--- config.mk ---
export PLATFORM = sky130hd
export DESIGN_NAME = census_row_encoder
export DESIGN_NICKNAME = d
export VERILOG_FILES = /design/src/rtl/census_row_encoder.sv
export SDC_FILE = /design/constraint.sdc
export NUM_CORES = 1
export LEC_CHECK = 0
export CORE_UTILIZATION = 55
export DETAILED_ROUTE_END_ITERATION = 7
export GPL_TIMING_DRIVEN = 0
export HOLD_SLACK_MARGIN = 0.02
export PLACE_DENSITY = 0.76
export SYNTH_ARGS = -nofsm -noshare
export SYNTH_HDL_FRONTEND = slang
export SYNTH_SLANG_ARGS = --single-unit
--- constraint.sdc ---
create_clock -name clk -period 9.45 [get_ports clk]
set_clock_uncertainty 0.15 [all_clocks]
set_input_delay 1.4175 -clock clk [delete_from_list [all_inputs] [get_ports clk]]
set_output_delay 1.4175 -clock clk [all_outputs]
set_load 0.01 [all_outputs]
--- src/rtl/census_row_encoder.sv ---
// Streaming 1-D census transform over a WIDTH+1 pixel sliding window.
// Emits one WIDTH-bit signature per centre pixel once a line has filled the window.
module census_row_encoder #(
  parameter int PIXEL_WIDTH = 8,
  parameter int WIDTH       = 32,
  parameter int COL_WIDTH   = 11
) (
  input  logic                   clk,
  input  logic                   rst,
  input  logic                   in_valid,
  input  logic [PIXEL_WIDTH-1:0] in_pixel,
  input  logic                   in_sol,
  output logic                   out_valid,
  output logic [WIDTH-1:0]       out_census,
  output logic [COL_WIDTH-1:0]   out_col
);

  // Stream semantics: a pixel is consumed on every rising edge with in_valid=1
  // (no backpressure); out_valid marks a one-cycle result, out_census/out_col
  // hold their last values whenever out_valid=0.

  localparam int HALF   = WIDTH / 2;
  localparam int FILL_W = $clog2(WIDTH + 2);
  localparam logic [FILL_W-1:0]    FULL    = FILL_W'(WIDTH + 1);
  localparam logic [COL_WIDTH-1:0] HALF_CV = COL_WIDTH'(HALF);

  logic [PIXEL_WIDTH-1:0] win      [0:WIDTH];
  logic [PIXEL_WIDTH-1:0] win_next [0:WIDTH];
  logic [PIXEL_WIDTH-1:0] centre;
  logic [WIDTH-1:0]       census_next;
  logic [FILL_W-1:0]      fill, fill_next;
  logic [COL_WIDTH-1:0]   col, col_next;

  always_comb begin
    win_next[0] = in_pixel;
    for (int i = 1; i <= WIDTH; i++) begin
      win_next[i] = win[i-1];
    end
  end

  assign centre = win_next[HALF];

  // Newer half maps straight to the low bits; the older half skips over the centre slot.
  always_comb begin
    census_next = '0;
    for (int j = 0; j < HALF; j++) begin
      census_next[j] = (win_next[j] < centre);
    end
    for (int j = HALF; j < WIDTH; j++) begin
      census_next[j] = (win_next[j+1] < centre);
    end
  end

  always_comb begin
    fill_next = fill;
    col_next  = col;
    if (in_sol) begin
      fill_next = FILL_W'(1);
      col_next  = '0;
    end else begin
      if (fill != FULL) fill_next = fill + FILL_W'(1);
      col_next = col + COL_WIDTH'(1);
    end
  end

  always_ff @(posedge clk or posedge rst) begin
    if (rst) begin
      for (int i = 0; i <= WIDTH; i++) begin
        win[i] <= '0;
      end
      fill       <= '0;
      col        <= '0;
      out_valid  <= 1'b0;
      out_census <= '0;
      out_col    <= '0;
    end else if (in_valid) begin
      for (int i = 0; i <= WIDTH; i++) begin
        win[i] <= win_next[i];
      end
      fill      <= fill_next;
      col       <= col_next;
      out_valid <= (fill_next == FULL);
      if (fill_next == FULL) begin
        out_census <= census_next;
        out_col    <= col_next - HALF_CV;
      end
    end else begin
      out_valid <= 1'b0;
    end
  end

endmodule

==> out/results.ini <==
[timing]
maxSlewHeadroom_pct=9.37
tightest_slew_ns=1.36
tns_ns=0
hold_viol_final=0
fin_crit_sh_pct=37.4
timing.final.max_slew_violations=0
fin_crit_ns=3.54
grt_setup_unrepaired=no
max_freq_mhz=283
setup_viol=0

[finish]
instances_no_fill=1869
fill_cells=2247
nets=1698
regArea_um2=7930
diodes=0
multi_input_area_um2=8710
drive_above_1_share_pct=25.2
areaGrowthSynthToFinish_pct=14.1

[clocking]
cts.sinks=317
cts_buffers=35
hold_buffers=0
clkTransAtPathRegs_ns=0.06
cts.path.max_buffers=3
post_cts_resized=0
post-cts-setup-buffer-count=0
cts-root-buf=clkbuf_16
htreeDepth=2
cts_tree=built
clk_latency_ns=0.52

[synth]
ys_seq_area_share_pct=46.7
ys_warn_count=0
synth-async-reset-ratio_pct=100
synth.avg_cell_area_um2=12.5
synth_area_um2=17000
synth_top_cell_by_area=dfrtp_1
synth_edf_count=0
synthTopCellsByArea=dfrtp_1 (47%), mux2_2 (19%), ha_1 (17%)
ys.flop_type=dfrtp_1
synth_cell_types=46
synth_nets=1598
postSynthCellCount=1358
ys_ff_latch=317
netlist.area_leader.share_pct=46.7

[global_route]
grt_pass1_wl_mm=60.0
antenna_found_initial=0
grt_max_degree=43
grt-ovfl-total=0
first_global_vias=11568
grtUsageTotal_pct=24.2

[setup_path]
critPathMaxFanout=10
crit_chain=clkdlybuf4s50_1, clkbuf_1, clkbuf_1, mux2_2
r2r_cells=7
cp_slowest_cell=clkbuf_1
max_stage_delay_ns=0.74
crit_top_cell=clkbuf_1
crit_required_ns=9.70
worstSetupPathType=input port to register
arrival_ns=3.78
setup.worst_path.start_class=input port
r2r_start=centre[1]$_DFFE_PP0P_
rrSetupSlack_ns=6.58
regToRegEndpoint=out_census[25]$_DFFE_PP0P_
critPathCaptureType=register

[power]
ir_drop_uv=147
leakage_uw=0.00905
p_per_area_nw_per_um2=309

[min_path]
hp-start=centre[1]$_DFFE_PP0P_
holdPathEnd=win[129]$_DFFE_PP0P_
min_path_type=register to register
min_path_cells=1

[placed_design]
hpwlAfterDp_mm=24.5
place.gp.congestion=0.811
dp.cells=1810
portBuffers=54

[die]
die_x_um=178
die_area_um2=31600
ioPinCount=56
std_cell_rows=63
die_h_um=178
core_area_um2=30000
start_util_pct=56.5

[route]
drtIter0Drc=547
wire_per_inst_um=19.2
vias=10840
finalWirelength_mm=35.9
antenna_left=0
drtPass1Iterations=6
remaining_drc_errors=0
vias_per_cell=5.80

[run_status]
status=finished, final reports clean

[run]
drv_cap=0

## sequential cells by signal (all words and copies together) (netlist names)
| signal | count |
|---|---|
| out_col | 11 |
| fill | 6 |
| out_valid | 1 |
| win | 248 |
| out_census | 32 |
| centre | 8 |
| col | 11 |
## cell usage after synthesis, types with 3 or more instances
| library cell | count |
|---|---|
| nor3b_1 | 4 |
| inv_1 | 20 |
| mux2i_1 | 12 |
| o21ai_0 | 52 |
| nand4_1 | 4 |
| nand3_1 | 28 |
| nor3_1 | 3 |
| o31ai_1 | 5 |
| nand2b_1 | 35 |
| dfrtp_1 | 317 |
| buf_2 | 11 |
| a21o_1 | 43 |
| nand2_1 | 49 |
| mux2_2 | 280 |
| and3_1 | 4 |
| buf_6 | 5 |
| xnor2_1 | 9 |
| o22ai_1 | 5 |
| xor2_1 | 3 |
| buf_4 | 3 |
| a21oi_1 | 135 |
| clkbuf_1 | 31 |
| ha_1 | 228 |
| o21a_1 | 22 |
| a41oi_1 | 10 |
| nor2_1 | 16 |
## where the power goes
group	leakage [µW]	switching [µW]	total (µW)	internal, µW
clock	0.000572	543	1400	859
sequential	0.00400	415	2280	1860
combinational	0.00448	1110	2300	1190
## routing by layer
layer	vias to the layer above	track usage [%]	share of wire (%)
met5	-	0	0
met4	0	7.16	2.7
met3	60	3.88	3.2
met2	162	41.5	49
met1	5430	31.4	45
li1	5188	-	-
## worst max path at each step
stage              from                     to  depth (start not counted)
2_1_floorplan       rst  centre[0]$_DFFE_PP0P_                          1
3_3_place_gp        rst    win[31]$_DFFE_PP0P_                          2
3_5_place_dp   in_valid    win[10]$_DFFE_PP0P_                          4
4_1_cts        in_valid   win[262]$_DFFE_PP0P_                          4
5_1_grt        in_valid    fill[2]$_DFFE_PP0P_                          7
6_report       in_valid   win[262]$_DFFE_PP0P_                          4
## cell usage in the layout, fill, tap and decap left out, types with 5 or more instances in the layout
cell	n
clkdlybuf4s50_1	54
clkbuf_1	38
a41oi_1	10
ha_1	228
nand3_1	28
buf_12	7
nand2_1	49
o21a_1	22
xnor2_1	9
o21ai_0	52
buf_2	11
buf_6	5
o31ai_1	5
mux2_2	280
a21o_1	43
mux2i_1	12
a21oi_1	135
nand2b_1	35
o22ai_1	5
clkbuf_16	37
clkbuf_8	5
nor2_1	16
inv_2	5
dfrtp_1	317
inv_1	13
## critical path: cells and delay by family
| family | cells | cell delay (ns) |
|---|---|---|
| buf+inv | 3 | 1.94 |
| mux | 1 | 0.42 |
## cells by family after synthesis
group / after synthesis / synth area share (%)
compound gates: 279 / 9.77
xor+xnor: 12 / 0.619
flops: 317 / 46.7
buf+inv: 72 / 1.97
simple gates: 158 / 4.82
fa+ha+maj: 228 / 16.8
mux: 292 / 19.3
## through the flow
| step | hold WS [ns] | power [µW] | setup slack, ns | util (%) | instance area [µm²] |
|---|---|---|---|---|---|
| 6_report | 0.350 | 5980 | 5.91 | 64.5 | 19400 |
| 2_1_floorplan | 0.322 | 3810 | 3.66 | - | 17000 |
| 3_3_place_gp | 0.331 | 4410 | 1.36 | 60.0 | 18000 |
| 4_1_cts | 0.352 | 6030 | 5.92 | 64.4 | 19300 |
| 5_1_grt | 0.380 | 6480 | 5.80 | 64.5 | 19400 |
| 3_5_place_dp | 0.344 | 4580 | 5.41 | 60.5 | 18200 |
## cell type report
type,instances,share of cell area [%]
inverter,20,0.407
sequential,317,41.0
buffer,52,1.34
multi-input combinational,969,45.0
tap,390,2.52
clock buffer,49,5.27
timing repair buffer,63,3.80
clock inverter,9,0.762
(Power assumes the default switching activity.)
